$ cat config.mk
export PLATFORM = sky130hd
export DESIGN_NAME = fifo_uart_tx
export DESIGN_NICKNAME = d
export VERILOG_FILES = /design/src/rtl/fifo_uart_tx.sv
export SDC_FILE = /design/constraint.sdc
export NUM_CORES = 1
export LEC_CHECK = 0
export CORE_UTILIZATION = 50
export DETAILED_ROUTE_END_ITERATION = 10
export GPL_TIMING_DRIVEN = 0
export PLACE_DENSITY = 0.79
export SYNTH_ARGS = -nofsm -noshare
export SYNTH_HDL_FRONTEND = slang
export SYNTH_SLANG_ARGS = --single-unit
$ cat constraint.sdc
create_clock -name clk -period 4.92 [get_ports clk]
set_clock_uncertainty 0.2 [all_clocks]
set_input_delay 0.492 -clock clk [delete_from_list [all_inputs] [get_ports clk]]
set_output_delay 0.492 -clock clk [all_outputs]
set_load 0.005 [all_outputs]
$ cat src/rtl/fifo_uart_tx.sv
// Pops nibble pairs from the async FIFO read port and sends each pair as one UART 8N1 byte,
// first nibble in bits [3:0].
module fifo_uart_tx #(
    parameter int unsigned CLKS_PER_BIT = 16
) (
    input  logic       clk,
    input  logic       rst,
    input  logic       fifo_empty,
    input  logic [3:0] fifo_data,
    output logic       fifo_re,
    output logic       tx,
    output logic       busy,
    output logic [7:0] frames_sent
);

    localparam int unsigned CntW = (CLKS_PER_BIT > 1) ? $clog2(CLKS_PER_BIT) : 1;
    localparam logic [CntW-1:0] CntMax = CntW'(CLKS_PER_BIT - 1);

    typedef enum logic [2:0] {
        StIdle,
        StCapLo,
        StNeedHi,
        StCapHi,
        StStart,
        StData,
        StStop
    } state_e;

    state_e          state_q, state_d;
    logic [CntW-1:0] cnt_q, cnt_d;
    logic [2:0]      bit_q, bit_d;
    logic [3:0]      lo_q, lo_d;
    logic [7:0]      shift_q, shift_d;
    logic            tx_q, tx_d;
    logic [7:0]      frames_q, frames_d;
    logic            cnt_done;

    assign cnt_done    = (cnt_q == CntMax);
    assign fifo_re     = ((state_q == StIdle) || (state_q == StNeedHi)) && !fifo_empty && !rst;
    assign busy        = (state_q != StIdle);
    assign tx          = tx_q;
    assign frames_sent = frames_q;

    always_comb begin
        state_d  = state_q;
        bit_d    = bit_q;
        lo_d     = lo_q;
        shift_d  = shift_q;
        tx_d     = 1'b1;
        frames_d = frames_q;
        cnt_d    = '0;

        unique case (state_q)
            StIdle: begin
                if (fifo_re) state_d = StCapLo;
            end
            StCapLo: begin
                lo_d    = fifo_data;
                state_d = StNeedHi;
            end
            StNeedHi: begin
                if (fifo_re) state_d = StCapHi;
            end
            StCapHi: begin
                shift_d = {fifo_data, lo_q};
                tx_d    = 1'b0;
                state_d = StStart;
            end
            StStart: begin
                tx_d = 1'b0;
                if (cnt_done) begin
                    bit_d   = 3'd0;
                    tx_d    = shift_q[0];
                    state_d = StData;
                end
            end
            StData: begin
                // tx is registered, so drive the value for the coming cycle.
                tx_d = shift_q[bit_q];
                if (cnt_done) begin
                    if (bit_q == 3'd7) begin
                        tx_d    = 1'b1;
                        state_d = StStop;
                    end else begin
                        bit_d = bit_q + 3'd1;
                        tx_d  = shift_q[bit_q + 3'd1];
                    end
                end
            end
            StStop: begin
                if (cnt_done) begin
                    frames_d = frames_q + 8'd1;
                    state_d  = StIdle;
                end
            end
            default: state_d = StIdle;
        endcase

        if ((state_q == StStart) || (state_q == StData) || (state_q == StStop)) begin
            cnt_d = (cnt_done || (state_d != state_q)) ? '0 : cnt_q + CntW'(1);
        end
    end

    always_ff @(posedge clk or posedge rst) begin
        if (rst) begin
            state_q  <= StIdle;
            cnt_q    <= '0;
            bit_q    <= 3'd0;
            lo_q     <= 4'd0;
            shift_q  <= 8'd0;
            tx_q     <= 1'b1;
            frames_q <= 8'd0;
        end else begin
            state_q  <= state_d;
            cnt_q    <= cnt_d;
            bit_q    <= bit_d;
            lo_q     <= lo_d;
            shift_q  <= shift_d;
            tx_q     <= tx_d;
            frames_q <= frames_d;
        end
    end

endmodule
# After elaboration in Yosys (flattened, before gate mapping)
# Index checks and enable logic that the tools add are counted.
# Widths: inputs -> output; s select.
# classes
muxes,21
add_sub_neg,3
eq_ne,12
n_reduce_logical,13
order_cmp,2
# ops
cell,n
$mux 3,9
$pmux 3 s7,1
$eq 3x3->1 const B,4
$add 8x1->8 const B,1
$lt 3x4->1 const B,2
$mux 4,2
$bmux 1 s3,2
$eq 3x2->1 const B,2
$ne 2x2->1 const B,3
$pmux 3 s2,1
$mux 1,5
$add 4x1->4 const B,1
$eq 4x4->1 const B,1
$logic_or 1x1->1,4
$reduce_and 4->1,1
$add 3x1->3 const B,1
$eq 3x1->1 const B,1
$logic_not 3->1,1
$ne 3x3->1,1
$pmux 1 s3,1
$reduce_bool 3->1,1
$logic_and 1x1->1,2
$logic_not 1->1,2
$reduce_and 2->1,1
$reduce_bool 2->1,1
# word_totals
elab_cells,58
register_bits,31
output_inout_bits,11
inputBits,7

# Longest topological paths before layout
# depth
word_depth,10
depth_mapped,6
ltp_nobuf,6

# Worst setup path before layout
# No wires, ideal clock.
# synth_path
kind,flip-flop to flip-flop
startpoint,register bit_q[1]
endpoint,register tx_q (netlist: tx)
synth_period_minus_slack_ns,2.270
required_time_ns,4.622
n_path_buf,0
path_slack_ns,2.650
setup_ns,0.098
t_arrival_ns,1.973
stages_incl_launch_ff,7
cell_sequence,dfrtp_1 -> ha_1 -> ha_1 -> mux4_1 -> mux2_2 -> nor4_2 -> a221oi_1
# synth_via
elab_chain_len,6
elab_cells_between_ends,9
cone_classes,1 x add/sub; 1 x eq/ne; 7 x mux
# synth_rtl
element,line,text
"start, declared",31,"logic [2:0] bit_q, bit_d;"
"start signal, assigned",116,bit_q <= bit_d;
$add 3x1->3,86,tx_d = shift_q[bit_q + 3'd1];
$bmux 1 s3,86,
$mux 1 (implied by the code),86,
$mux 1,81,if (bit_q == 3'd7) begin
$mux 1 *,80,if (cnt_done) begin
$pmux 1 s3 *,53,unique case (state_q)
net tx_d,34,"logic tx_q, tx_d;"
"end signal, assigned",119,tx_q <= tx_d;
"end, declared",34,
# Mark *: on every way through the listed nets, which the timed path passes. The rest lies on a longest branch. The select of a mux whose other input is x is not followed.
# A chain may end at the register's enable or synchronous reset.

# Worst setup path after layout
# layout_path
startpoint,register state_q[2]
endpoint,output port fifo_re
# layout_via
elab_chain_len,4
elab_cells_between_ends,5
cone_classes,1 x eq/ne; 4 x reduce/logical
# layout_rtl
element,line,text
"start, declared",29,"state_e state_q, state_d;"
"start signal, assigned",106,state_q <= StIdle;
"start signal, assigned",114,state_q <= state_d;
$eq 3x2->1 / $logic_not 3->1 (equally long branches),39,assign fifo_re = ((state_q == StIdle) || (state_q == StNeedHi)) && !fifo_empty && !rst;
$logic_or 1x1->1 *,39,
$logic_and 1x1->1 * (2 in series),39,
"end, declared",10,"output logic fifo_re,"
# Mark *: on every way between the ends. The rest lies on a longest branch, timed or not.

==> run metrics <==
clk_lat worst skew=0.34 ns; unique cell type count in the Yosys netlist=35; met3 wire length=114 µm; Worst-path clk slew=0.09 ns; Final Routed Wirelength=2.864 mm; fin crit share=0.5209; Hold Crit Class=reg -> reg; I/O Buffers=17; CP Max Fanout=10; leakage=0.7896 nW; setup repair after global routing missed its margin=no; Post-synth EDFFs=0; Final GP Congestion=0.8587; vias=1045; metal2 WL=1.454 mm; Worst setup SP type=flop; largest net degree at the start of global routing=32; die area=3272 µm²; Pre-antenna DRT Iters=7; Setup-failing EPs final=0; cell area power density=420.1 nW/µm²; required time worst endpoint=4.23 ns; initial antenna violation count=0; cell area after synthesis=1524 µm²; Ys Warns=0; sequential element share of the synthesized area=0.5099; P&R area growth vs syn=18.23%; root buf cell=clkbuf_4; ys flop type=dfrtp_1; failing checks=design-rule violations; Post-Syn Nets=134; vias in the first global route=1101; Detailed Route Iter0 Violations=26; met1 WL=1.225 mm; Total GRT Usage=0.2076; FF-to-FF path depth=6; Worst Hold Launch=cnt_q[0]; crit path kind=reg -> out; status=finished, violations left; antenna diode count=0; Final Max Tran Viols=0; I/O pins=18; core area=2829 µm²; fin crit period=2.563 ns; Resize count post-CTS=0; Slew headroom=0.2401; first-pass GRT wire length=4.905 mm; final hold vios=0; crit path from=state_q[2]; top layer in use=met4; Hold Buf Count CTS=0; data arrival time of the critical path=1.87 ns; ys async rst share=1.000; Peak VDD IR=0.2542 mV; max_cap viols=0; height of the chip=57.21 µm; CTS tree=done; NumNets Final=158; total CTS buffers=5; chip width=57.21 µm; register bit total from synthesis=31; WL per Instance=16.00 µm; synthesized area per cell=12.39 µm²; Clock Sinks=31; row count=19; layout cells sized above 1=0.2095; commonest cells after routing, fill and taps aside=dfrtp_1 (30), clkdlybuf4s50_1 (17), mux2_2 (15); grt total ovfl=0; Area after DPL=1733 µm²; Final HPWL DP=2.067 mm; worst slew pin tran=1.139 ns; CP endpoint kind=primary output; commonest non-fill, non-tap cell in the layout=dfrtp_1; post-CTS setup buffers=0; via density per instance=5.838; Fin Setup TNS=0 ns; RR Startpoint=bit_q[1]; Starting Density=0.5387; CTS Buffer Depth=2; H-tree depth=2; Fill cells=226; post-layout instance area=1802 µm²; synthesized instance count=123; fmax=390.2 MHz; Min-Delay Path Depth=1; drc violations=2; Final ANT Viol Nets=0
[flip-flops by register name (all words and copies together), names as in the netlist]
register and cells:
cnt_q 4, lo_q 4, bit_q 3, shift_q 8
state_q 3, tx 1, frames_sent 8
[cells by family (layout without fill, tap and decap cells)]
group,Yosys count,in the layout,share of synthesized area
and+or+nand+nor,39,39,0.1396
DFF,31,31,0.5099
muxes,20,20,0.1732
AOI/OAI and AO/OA,12,12,0.06322
xor gates and xnor gates,10,10,0.05748
buffers and inverters,7,32,0.02381
adders and majority gates,4,4,0.03284
[final timing paths]
path | to | slack, ns
setup / recovery | fifo_re | 2.36
hold / removal | cnt_q[0] | 0.28
setup reg to reg | tx | 2.46
hold reg to reg | cnt_q[0] | 0.28
max in group asynchronous | lo_q[0] | 3.25
min in group asynchronous | cnt_q[3] | 0.58
[report_power, final]
| group | total [mW] | switching, mW | internal [mW] | leakage (nW) |
|---|---|---|---|---|
| combinational | 0.214 | 0.0922 | 0.121 | 0.356 |
| clock | 0.171 | 0.0867 | 0.0840 | 0.0386 |
| sequential | 0.373 | 0.0454 | 0.327 | 0.395 |
| total | 0.757 | 0.224 | 0.533 | 0.790 |
[per-layer routing]
metal | vias to the layer above | global-route usage
met5 | - | 0
met4 | 0 | 0.1254
met3 | 7 | 0.06576
met2 | 22 | 0.3479
met1 | 520 | 0.2317
li1 | 496 | -
[worst max-delay path: stages, from the launching register on]
cell,delay (ns)
dfrtp_1,0.39
buf_4,0.16
nor4_1,0.39
clkdlybuf4s50_1,0.59
[cells in the mapped netlist, drive strengths merged (2+ instances only)]
library cell  number  area, µm²
dfrtp             30      750.7
mux2              15      168.9
nand2             11      41.29
xnor2              7      61.31
a22o               5      45.04
and3               4      25.02
buf                4      25.02
ha                 4      50.05
nand3              4      20.02
nand4              4      25.02
nor2               4      15.01
mux4               3      75.07
nor3               3      20.02
xor2               3      26.28
inv                2      7.510
mux2i              2      20.02
nand2b             2      12.51
nor3b              2      15.01
nor4               2      18.77
o21ai              2      10.01
[area by class of cell]
class / count / area [µm²] / share of cell area
buffer: 5 / 28.78 / 0.01597
clock buffer: 8 / 68.82 / 0.03819
inverter: 2 / 7.507 / 0.004167
multi-input combinational: 85 / 710.7 / 0.3944
sequential: 31 / 777.0 / 0.4312
tap: 31 / 38.79 / 0.02153
timing repair buffer: 17 / 170.2 / 0.09444
[stage by stage]
| stage | total power [mW] | std cells | worst slack [ns] | util | hold WS, ns |
|---|---|---|---|---|---|
| after CTS | 0.7656 | 179 | 2.339 | 0.6369 | 0.2752 |
| after global routing | 0.8042 | 179 | 2.215 | 0.6369 | 0.3067 |
| after global placement | 0.5738 | 171 | 2.437 | 0.6126 | 0.2464 |
| final | 0.7569 | 179 | 2.357 | 0.6369 | 0.2760 |
| after detailed placement | 0.5941 | 171 | 2.398 | 0.6126 | 0.2622 |
| after floorplan | 0.5295 | 123 | 2.650 | - | 0.2322 |
Power figures use the tool's default switching activity.
